`src/rtl/fetch_pc_gen_pkg.sv`:
```
// Shared constants and state encoding for the fetch PC generator.
// Holds the reset/enable/stall polarities and the fetch FSM encoding.
package fetch_pc_gen_pkg;

  localparam logic RstEnable   = 1'b0;
  localparam logic ChipEnable  = 1'b1;
  localparam logic ChipDisable = 1'b0;
  localparam logic Stop        = 1'b1;
  localparam logic NoStop      = 1'b0;
  localparam logic Branch      = 1'b1;
  localparam int   InstAddrBus = 32;

  typedef enum logic [1:0] {
    OFF  = 2'd0,
    RUN  = 2'd1,
    PEND = 2'd2
  } fetch_state_e;

endpackage

```
`src/rtl/fetch_pc_gen_if.sv`:
```
// Instruction-memory fetch port: fetch address, chip enable, slot mask and ready.
// Handshake: the fetch of pc is accepted at a rising edge when ce & imem_ready_i are both high
// (and the fetch stage is not stalled); pc and slot_valid_o are stable until then.
interface fetch_pc_gen_if #(
  parameter int ADDR_W  = 32,
  parameter int FETCH_W = 2
);
  logic [ADDR_W-1:0]  pc;
  logic               ce;
  logic [FETCH_W-1:0] slot_valid_o;
  logic               imem_ready_i;

  modport master (output pc, output ce, output slot_valid_o, input imem_ready_i);
  modport slave  (input pc, input ce, input slot_valid_o, output imem_ready_i);
endinterface

```
`src/rtl/fetch_pc_gen_pc_redirect_arb.sv`:
```
// Combinational next-PC select: flush > branch > buffered redirect > sequential.
// Applied targets are word-aligned and a misalignment flag is raised for them.
module pc_redirect_arb #(
  parameter int ADDR_W  = 32,
  parameter int FETCH_W = 2
) (
  input  logic              flush_i,
  input  logic [ADDR_W-1:0] flush_target_i,
  input  logic              branch_i,
  input  logic [ADDR_W-1:0] branch_target_i,
  input  logic              pend_valid_i,
  input  logic [ADDR_W-1:0] pend_target_i,
  input  logic              advance_i,
  input  logic [ADDR_W-1:0] pc_i,
  output logic [ADDR_W-1:0] next_pc_o,
  output logic              misalign_o
);
  localparam int GroupBytes = 4 * FETCH_W;

  logic [ADDR_W-1:0] raw_target;
  logic              load;

  always_comb begin
    raw_target = '0;
    load       = 1'b0;
    if (flush_i) begin
      raw_target = flush_target_i;
      load       = 1'b1;
    end else if (branch_i) begin
      raw_target = branch_target_i;
      load       = advance_i;
    end else if (pend_valid_i) begin
      raw_target = pend_target_i;
      load       = advance_i;
    end

    if (load) begin
      next_pc_o = {raw_target[ADDR_W-1:2], 2'b00};
    end else if (advance_i) begin
      next_pc_o = (pc_i & ~ADDR_W'(GroupBytes - 1)) + ADDR_W'(GroupBytes);
    end else begin
      next_pc_o = pc_i;
    end
    misalign_o = load & (raw_target[1:0] != 2'b00);
  end
endmodule

```
`src/rtl/fetch_pc_gen.sv`:
```
// Fetch PC generator: sequential group fetch with flush/branch redirects,
// buffering a branch that arrives while fetch cannot advance.
module fetch_pc_gen
  import fetch_pc_gen_pkg::*;
#(
  parameter int              ADDR_W    = InstAddrBus,
  parameter int              FETCH_W   = 2,
  parameter logic [ADDR_W-1:0] RESET_VEC = '0,
  parameter int              STALL_W   = 6
) (
  input  logic                clk,
  input  logic                rst,
  input  logic [STALL_W-1:0]  stall,
  input  logic                flush_i,
  input  logic [ADDR_W-1:0]   flush_target_i,
  input  logic                branch_flag_i,
  input  logic [ADDR_W-1:0]   branch_target_address_i,
  fetch_pc_gen_if.master      imem,
  output logic                redirect_pending_o,
  output logic                misalign_o,
  output fetch_state_e        state_o
);
  fetch_state_e      state_q, state_d;
  logic [ADDR_W-1:0] pc_q, pc_d;
  logic [ADDR_W-1:0] pend_target_q, pend_target_d;
  logic              misalign_q, misalign_d;

  logic              ce;
  logic              advance;
  logic              branch_taken;
  logic [ADDR_W-1:0] arb_next_pc;
  logic              arb_misalign;
  logic              stall_unused;

  assign stall_unused = ^stall[STALL_W-1:0];
  assign branch_taken = (branch_flag_i == Branch);
  assign advance      = (stall[0] == NoStop) & imem.imem_ready_i & ce;

  pc_redirect_arb #(.ADDR_W(ADDR_W), .FETCH_W(FETCH_W)) u_arb (
    .flush_i         (flush_i),
    .flush_target_i  (flush_target_i),
    .branch_i        (branch_taken),
    .branch_target_i (branch_target_address_i),
    .pend_valid_i    (state_q == PEND),
    .pend_target_i   (pend_target_q),
    .advance_i       (advance),
    .pc_i            (pc_q),
    .next_pc_o       (arb_next_pc),
    .misalign_o      (arb_misalign)
  );

  always_ff @(posedge clk) begin
    if (rst == RstEnable) begin
      state_q       <= OFF;
      pc_q          <= RESET_VEC;
      pend_target_q <= '0;
      misalign_q    <= 1'b0;
    end else begin
      state_q       <= state_d;
      pc_q          <= pc_d;
      pend_target_q <= pend_target_d;
      misalign_q    <= misalign_d;
    end
  end

  always_comb begin
    state_d       = state_q;
    pc_d          = pc_q;
    pend_target_d = pend_target_q;
    misalign_d    = 1'b0;
    case (state_q)
      OFF: state_d = RUN;
      RUN, PEND: begin
        pc_d       = arb_next_pc;
        misalign_d = arb_misalign;
        if (flush_i) begin
          state_d       = RUN;
          pend_target_d = '0;
        end else if (branch_taken && !advance) begin
          // Latest branch wins; it waits here until fetch can advance.
          state_d       = PEND;
          pend_target_d = branch_target_address_i;
        end else if (advance) begin
          state_d       = RUN;
          pend_target_d = '0;
        end
      end
      default: state_d = OFF;
    endcase
  end

  always_comb begin
    logic [ADDR_W-1:0] grp_off;
    ce                 = (state_q == OFF) ? ChipDisable : ChipEnable;
    redirect_pending_o = (state_q == PEND);
    misalign_o         = misalign_q;
    state_o            = state_q;
    grp_off            = (pc_q >> 2) & ADDR_W'(FETCH_W - 1);
    imem.pc            = pc_q;
    imem.ce            = ce;
    imem.slot_valid_o  = '0;
    for (int i = 0; i < FETCH_W; i++) begin
      imem.slot_valid_o[i] = ce & (ADDR_W'(i) >= grp_off);
    end
  end
endmodule

```
`src/flat_wrapper.sv`:
```
// flat-port wrapper written by rule: the top's interface ports become plain ports
module fetch_pc_gen_flat import fetch_pc_gen_pkg::*;
#(
  parameter int              ADDR_W    = InstAddrBus,
  parameter int              FETCH_W   = 2,
  parameter logic [ADDR_W-1:0] RESET_VEC = '0,
  parameter int              STALL_W   = 6
)
  (clk, rst, stall, flush_i, flush_target_i, branch_flag_i, branch_target_address_i, redirect_pending_o, misalign_o, state_o, imem_pc, imem_ce, imem_slot_valid_o, imem_imem_ready_i);
  fetch_pc_gen_if #(.ADDR_W(ADDR_W), .FETCH_W(FETCH_W)) imem_i ();
  input  logic clk;
  input  logic rst;
  input  logic [STALL_W-1:0] stall;
  input  logic flush_i;
  input  logic [ADDR_W-1:0] flush_target_i;
  input  logic branch_flag_i;
  input  logic [ADDR_W-1:0] branch_target_address_i;
  output logic redirect_pending_o;
  output logic misalign_o;
  output fetch_state_e state_o;
  output wire logic [$bits(imem_i.pc)-1:0] imem_pc;
  output wire logic [$bits(imem_i.ce)-1:0] imem_ce;
  output wire logic [$bits(imem_i.slot_valid_o)-1:0] imem_slot_valid_o;
  input wire logic [$bits(imem_i.imem_ready_i)-1:0] imem_imem_ready_i;
  assign imem_pc = imem_i.pc;
  assign imem_ce = imem_i.ce;
  assign imem_slot_valid_o = imem_i.slot_valid_o;
  assign imem_i.imem_ready_i = imem_imem_ready_i;
  fetch_pc_gen #(.ADDR_W(ADDR_W), .FETCH_W(FETCH_W), .RESET_VEC(RESET_VEC), .STALL_W(STALL_W)) u_core (.clk(clk), .rst(rst), .stall(stall), .flush_i(flush_i), .flush_target_i(flush_target_i), .branch_flag_i(branch_flag_i), .branch_target_address_i(branch_target_address_i), .imem(imem_i), .redirect_pending_o(redirect_pending_o), .misalign_o(misalign_o), .state_o(state_o));
endmodule
```
`config.mk`:
```
export PLATFORM = sky130hd
export DESIGN_NAME = fetch_pc_gen_flat
export DESIGN_NICKNAME = d
export VERILOG_FILES = /design/src/rtl/fetch_pc_gen_pkg.sv /design/src/rtl/fetch_pc_gen_if.sv /design/src/rtl/fetch_pc_gen_pc_redirect_arb.sv /design/src/rtl/fetch_pc_gen.sv /design/src/flat_wrapper.sv
export SDC_FILE = /design/constraint.sdc
export NUM_CORES = 1
export LEC_CHECK = 0
export CORE_MARGIN = 3
export CORE_UTILIZATION = 43
export DETAILED_ROUTE_END_ITERATION = 16
export PLACE_DENSITY = 0.83
export SLEW_MARGIN = 15
export SYNTH_ARGS = -nofsm -noshare
export SYNTH_HDL_FRONTEND = slang
export SYNTH_SLANG_ARGS = --single-unit
```
`constraint.sdc`:
```
create_clock -name clk -period 2 [get_ports clk]
set_input_delay 0.6 -clock clk [delete_from_list [all_inputs] [get_ports clk]]
set_output_delay 0.6 -clock clk [all_outputs]
set_load 0.1 [all_outputs]
```
; After elaboration in Yosys (flattened, before gate mapping)
; Cells that the tools add are included.
[word_totals]
word_cells = 42
romBits = 0
ram_bits = 0
memories = 0
in_bits = 75
output_inout_bits = 39
reg_bits = 67
latch_bits = 0
[classes]
n_reduce_logical = 10
add_sub_neg = 1
div = 0
n_mul = 0
muxes = 16
eq_ne = 3
order_cmp = 2
n_bitwise = 6
shifts = 0
[op_table]
columns = operator, count
row1 = 32-bit two-way mux, 8
row2 = 32-bit by 4-bit adder with 32-bit output (second input constant), 1
row3 = 2-bit two-way mux, 3
row4 = 2-bit AND reduction, 3
row5 = 1-bit bitwise AND, 5
row6 = 1-bit two-way mux, 4
row7 = 4-bit by 2-bit != test with 1-bit output (second input constant), 1
row8 = 2-bit case mux with 2 select lines, 1
row9 = 2-bit nonzero test, 2
row10 = 3-bit nonzero test, 1
row11 = 2-bit by 1-bit == test with 1-bit output (second input constant), 1
row12 = 2-bit == test (second input constant), 1
row13 = 1-bit >= comparator (first input constant), 2
row14 = 2-bit logical NOT, 1
row15 = 2-bit OR reduction, 1
row16 = 1-bit logical AND, 1
row17 = 1-bit logical NOT, 1
row18 = 1-bit NOT, 1

; Depth between registers and ports, before layout
[depth]
word_depth = 8
depth_mapped = 10
mapped_depth_nobuf = 7

; By module
; A second synthesis with hierarchy kept.
[unflattened]
cells_unflattened = 532
hier_area_um2 = 4200.3
[modules_own_cells]
columns = mod, cells_per_inst, area_each_um2, instances
row1 = fetch_pc_gen, 270, 2516.2, 1
row2 = pc_redirect_arb, 262, 1684.1, 1

; Least setup slack after synthesis
; Ideal clock, no wire load.
[synth_timing]
path_type = register to output
start = register u_core.state_q[0], in the netlist u_core.state_o[0]
end = output port imem_slot_valid_o[0]
slack_ns = -1.312
path_stages_with_launch = 4
t_arrival_ns = 2.712
n_path_buf = 0
path_cell_list = dfxtp_1 -> inv_1 -> ha_1 -> nor2_1
[synth_via]
elab_chain_len = 3
[synth_lines]
columns = item, line_no
row1 = start: declaration, fetch_pc_gen.sv:23  ; fetch_state_e state_q, state_d;
row2 = start signal: assignment, fetch_pc_gen.sv:59  ; state_q <= state_d;
row3 = 2-bit logical NOT, fetch_pc_gen.sv:94  ; ce = (state_q == OFF) ? ChipDisable : ChipEnable;
row4 = 1-bit two-way mux, fetch_pc_gen.sv:94
row5 = 1-bit bitwise AND, fetch_pc_gen.sv:103  ; imem.slot_valid_o[i] = ce & (ADDR_W'(i) >= grp_off);
row6 = end: declaration, flat_wrapper.sv:23  ; output wire logic [$bits(imem_i.slot_valid_o)-1:0] imem_slot_valid_o;
; Every way passes these cells.

; Worst setup path after layout
[layout_timing]
start = input port stall[0]
end = register u_core.pc_q[28], in the netlist u_core.imem.pc[28]
[layout_via]
elab_chain_len = 8
elab_cells_between_ends = 9
classes_between = 4 x mux / 3 x bitwise / 2 x reduce/logical
[layout_lines]
columns = item, line_no
row1 = start: declaration, flat_wrapper.sv:13  ; input logic [STALL_W-1:0] stall;
row2 = 1-bit NOT *, fetch_pc_gen.sv:37  ; assign advance = (stall[0] == NoStop) & imem.imem_ready_i & ce;
row3 = 1-bit bitwise AND * (2 in series), fetch_pc_gen.sv:37
row4 = 1-bit two-way mux, fetch_pc_gen_pc_redirect_arb.sv:32  ; end else if (pend_valid_i) begin
row5 = 1-bit two-way mux, fetch_pc_gen_pc_redirect_arb.sv:29  ; end else if (branch_i) begin
row6 = 1-bit two-way mux, fetch_pc_gen_pc_redirect_arb.sv:26  ; if (flush_i) begin
row7 = 2-bit nonzero test (no source line), --
row8 = 2-bit AND reduction (no source line), --
row9 = end signal: assignment, fetch_pc_gen.sv:60  ; pc_q <= pc_d;
row10 = end: declaration, fetch_pc_gen.sv:24  ; logic [ADDR_W-1:0] pc_q, pc_d;
; Mark *: on every way between the ends. The rest lies on a longest branch, timed or not.
; A chain may end at the register's enable or synchronous reset.

==> qor.yml <==
min_path:
  holdPathStages: 2
  holdCritStartpoint: "u_core.pend_target_q[31]"
  hold_end: "u_core.pend_target_q[31]"
  worst_hold_path_type: "flip-flop to flip-flop"
global_route:
  global_route_wire_length_before_repair_um: 22000
  global_route.overflow_total: 0
  grt_antenna_before_repair: 0
  grt_start_max_net_pins: 63
  grt_use_met2_pct: 41.9
  grt.total_usage_pct: 27.1
  via_count_of_the_first_global_routing_pass: 4258
  globalRoute.busiestLayer: "met2"
  grt_use_met1_pct: 37.2
  grt_use_met3_pct: 5.58
pwr:
  p_sw_share_pct: 38.0
  total_switching_power_mw: 1.62
  total_power_mw: 4.26
  pwr_density_cell_nw_per_um2: 694
  power.leakage_nw: 2.20
  power.clock.fraction_pct: 26.7
  p_int_mw: 2.64
  sequentialPowerShare_pct: 35.2
  maximum_vdd_drop_uv: 429
  power_frac_comb_pct: 38.1
cts:
  clk_root_buffer_cell: "sky130_fd_sc_hd__clkbuf_8"
  htree_num_levels: 3
  clkTransAtPathRegs_ns: 0.07
  cts_tree: "yes"
  worst_skew_pair.late_latency_ns: 0.35
  clock-sinks: 65
  cts.path.max_buffers: 2
  cts_buffers: 9
  cts-hold-fix-buffers: 0
yosys:
  synth_top_family_by_area: "compound AO/OA/AOI/OAI gates"
  post_synth_main_area_contributors: "sky130_fd_sc_hd__dfxtp_1 33%, sky130_fd_sc_hd__o21ai_0 6.7%, sky130_fd_sc_hd__a21oi_1 6.3%, sky130_fd_sc_hd__a22oi_1 6.1%, sky130_fd_sc_hd__nand2_1 5.6%"
  synth_flop_cell: "sky130_fd_sc_hd__dfxtp_1"
  synthSimpleGateAreaFrac_pct: 24.3
  synth_mux_area_share_pct: 1.02
  synth_top_area_cell: "sky130_fd_sc_hd__dfxtp_1"
  yosys_warnings: 0
  ys_async_sr_fraction_pct: 0
  synth-seq-area-share_pct: 33.3
  syn_inst: 528
  avgSynthCellArea_um2: 7.41
  synth_fa_ha_area_share_pct: 1.28
  yosys.area.top_type_share_pct: 33.3
  synth_xor_area_share_pct: 0
  synth.distinct_cells: 60
  ys_ff_latch: 65
  synth_edf_count: 0
  synth_compound_area_share_pct: 32.9
  mappedNetlistArea_um2: 3910
critical_path:
  path_max_fanout: 8
  worstPathRequired_ns: 2.21
  r2r_cells: 9
  crit_arrival_ns: 2.17
  crit_path_end_kind: "flip-flop"
  worst_r2r_startpoint: "u_core.state_o[1]"
  ff2ff_setup_slack_ns: 0.10
  start_kind: "input pin"
  critical_path_class: "input pin to flip-flop"
  r2r_end: "u_core.imem.pc[29]"
die:
  chipWidth_um: 101
  core_area_um2: 8760
  row_count: 34
  die_h_um: 101
  initial_utilization_pct: 44.6
  die-area_um2: 10300
  boundaryPins: 114
place:
  place_hpwl_um: 10500
  placed_cells: 749
  io_buffer_count: 106
  dpl_cell_area_um2: 5850
  globalplace.congestion: 0.958
timing:
  max_slew.worst_pin.slew_ns: 0.507
  layout_min_cycle_time_ns: 1.95
  final_max_slew_viol_count: 0
  relative_slew_margins_pct: 65.8
  totalNegativeSetupSlack_ns: 0
  grt_setup_unrepaired: "yes"
  period_share_pct: 97.7
  setup_viol: 0
  achievable-frequency_ghz: 0.512
  timing.final.hold_violations: 0
  skew_ns: 0.00731
drt:
  route.final.wire_length_um: 14400
  routedWlPerCell_um: 18.7
  routed_via_density: 6.22
  drt_pre_antenna_iters: 6
  dr_total_vias: 4790
  antenna_left: 0
  drt_iter0_drc: 530
  drt_drc_violations_left: 0
cells_and_area:
  mostFrequentLayoutCell: "sky130_fd_sc_hd__clkdlybuf4s50_1"
  nets: 736
  fin_area_um2: 6140
  most-common-layout-cells: "68 x sky130_fd_sc_hd__clkdlybuf4s50_1, 56 x sky130_fd_sc_hd__nand2_1, 51 x sky130_fd_sc_hd__buf_4"
  post-route-util_pct: 70.1
  drive_gt1_share_pct: 25.4
  instances_no_fill: 770
  area_growth_syn_to_fin_pct: 57.1
  total_inserted_antenna_cells: 0
run:
  cap_viol_max_count: 0
run_status:
  run_status: "finished, final reports clean"
critical path, stage by stage:
cell                              delay (ns)
sky130_fd_sc_hd__clkdlybuf4s50_1        0.50
sky130_fd_sc_hd__nor3b_4                0.06
sky130_fd_sc_hd__buf_12                 0.14
sky130_fd_sc_hd__o21ai_2                0.24
sky130_fd_sc_hd__buf_4                  0.23
sky130_fd_sc_hd__nor4_1                 0.07
sky130_fd_sc_hd__a32oi_1                0.18
sky130_fd_sc_hd__o221ai_1               0.15
area by class of cell:
class | count | area, um^2
well taps | 108 | 135
inverters | 9 | 40.0
multi-input cells | 403 | 2440
clock inverters | 5 | 55.1
flip-flops and latches | 65 | 1340
repair buffers | 169 | 1990
fillers | 681 | 2620
clock buffers | 11 | 141
per-layer routing:
metal,share of wire [%],up-vias,routed length [um]
li1,-,2225,-
met1,40,2209,5750
met2,47,314,6770
met3,10,42,1470
met4,2.6,0,380
met5,0,-,0
stage by stage:
| stage | setup slack, ns | hold slack, ns |
|---|---|---|
| 6_report | 0.0461 | 0.514 |
| 4_1_cts | 0.00711 | 0.517 |
| 3_5_place_dp | -0.339 | 0.500 |
| 5_1_grt | -0.0199 | 0.535 |
| 2_1_floorplan | -0.161 | 0.471 |
| 3_3_place_gp | -0.311 | 0.485 |
power groups by stage:
stage | sequential [mW] | combinational (mW) | clock (mW)
after global routing | 1.51 | 1.70 | 1.20
after global placement | 1.52 | 1.56 | 0
after detailed placement | 1.53 | 1.58 | 0
final | 1.50 | 1.62 | 1.14
after CTS | 1.50 | 1.59 | 1.15
after floorplan | 1.85 | 0.579 | 0
worst max path at each step:
stage	slack, ns	from	to	cells past startpoint
floorplan	-0.16	u_core.state_o[0]	u_core.imem.pc[16]	10
global placement	-0.31	imem_imem_ready_i	u_core.imem.pc[27]	7
detailed placement	-0.34	stall[0]	u_core.imem.pc[28]	8
CTS	0.007	stall[0]	u_core.imem.pc[28]	8
global route	-0.02	imem_imem_ready_i	u_core.imem.pc[5]	9
finish	0.05	stall[0]	u_core.imem.pc[28]	8
timing repair:
item                                    4_1_cts  5_1_grt
pin swaps                                     0        1
buffers inserted                              0        4
endpoints found under the setup margin        1       19
resized for setup                             1       18
endpoints found under the hold margin         0        0
cloned                                        0        1
cells in the mapped netlist (2+ instances only):
cell type	count
sky130_fd_sc_hd__dfxtp_1	65
sky130_fd_sc_hd__nand2_1	58
sky130_fd_sc_hd__o21ai_0	52
sky130_fd_sc_hd__a21oi_1	49
sky130_fd_sc_hd__nor2_1	45
sky130_fd_sc_hd__a22oi_1	32
sky130_fd_sc_hd__clkbuf_1	28
sky130_fd_sc_hd__nand3_1	22
sky130_fd_sc_hd__buf_2	15
sky130_fd_sc_hd__nand4_1	12
sky130_fd_sc_hd__nor4_1	11
sky130_fd_sc_hd__nor3_1	10
sky130_fd_sc_hd__o211ai_1	10
sky130_fd_sc_hd__inv_1	9
sky130_fd_sc_hd__and3_1	8
sky130_fd_sc_hd__a31oi_1	7
sky130_fd_sc_hd__a21o_1	6
sky130_fd_sc_hd__o22ai_1	6
sky130_fd_sc_hd__a211oi_1	4
sky130_fd_sc_hd__buf_4	4
sky130_fd_sc_hd__ha_1	4
sky130_fd_sc_hd__mux2i_1	4
sky130_fd_sc_hd__nand2b_1	4
sky130_fd_sc_hd__o21a_1	4
sky130_fd_sc_hd__o31a_1	4
sky130_fd_sc_hd__a32oi_1	3
sky130_fd_sc_hd__nand3b_1	3
sky130_fd_sc_hd__nor4_2	3
sky130_fd_sc_hd__o2111ai_1	3
sky130_fd_sc_hd__o31ai_1	3
sky130_fd_sc_hd__a311oi_1	2
sky130_fd_sc_hd__a41o_1	2
sky130_fd_sc_hd__and2_1	2
sky130_fd_sc_hd__and4_1	2
sky130_fd_sc_hd__buf_1	2
sky130_fd_sc_hd__buf_6	2
sky130_fd_sc_hd__nand4b_1	2
sky130_fd_sc_hd__o21ai_1	2
sky130_fd_sc_hd__o221ai_1	2
sky130_fd_sc_hd__o32a_1	2
cells by family (layout without fill, tap and decap cells):
family / after synthesis / after routing
DFF: 65 / 65
buffers and inverters: 61 / 194
other: 1 / 2
muxes: 4 / 4
adders and majority gates: 4 / 4
AOI/OAI and AO/OA: 202 / 202
and+or+nand+nor: 191 / 191
sequential cells by signal, summed over array words and instances, names as in the netlist:
signal	cells
u_core.misalign_o	1
u_core.pend_target_q	32
u_core.imem.pc	30
u_core.state_o	2
(Power assumes the default switching activity.)
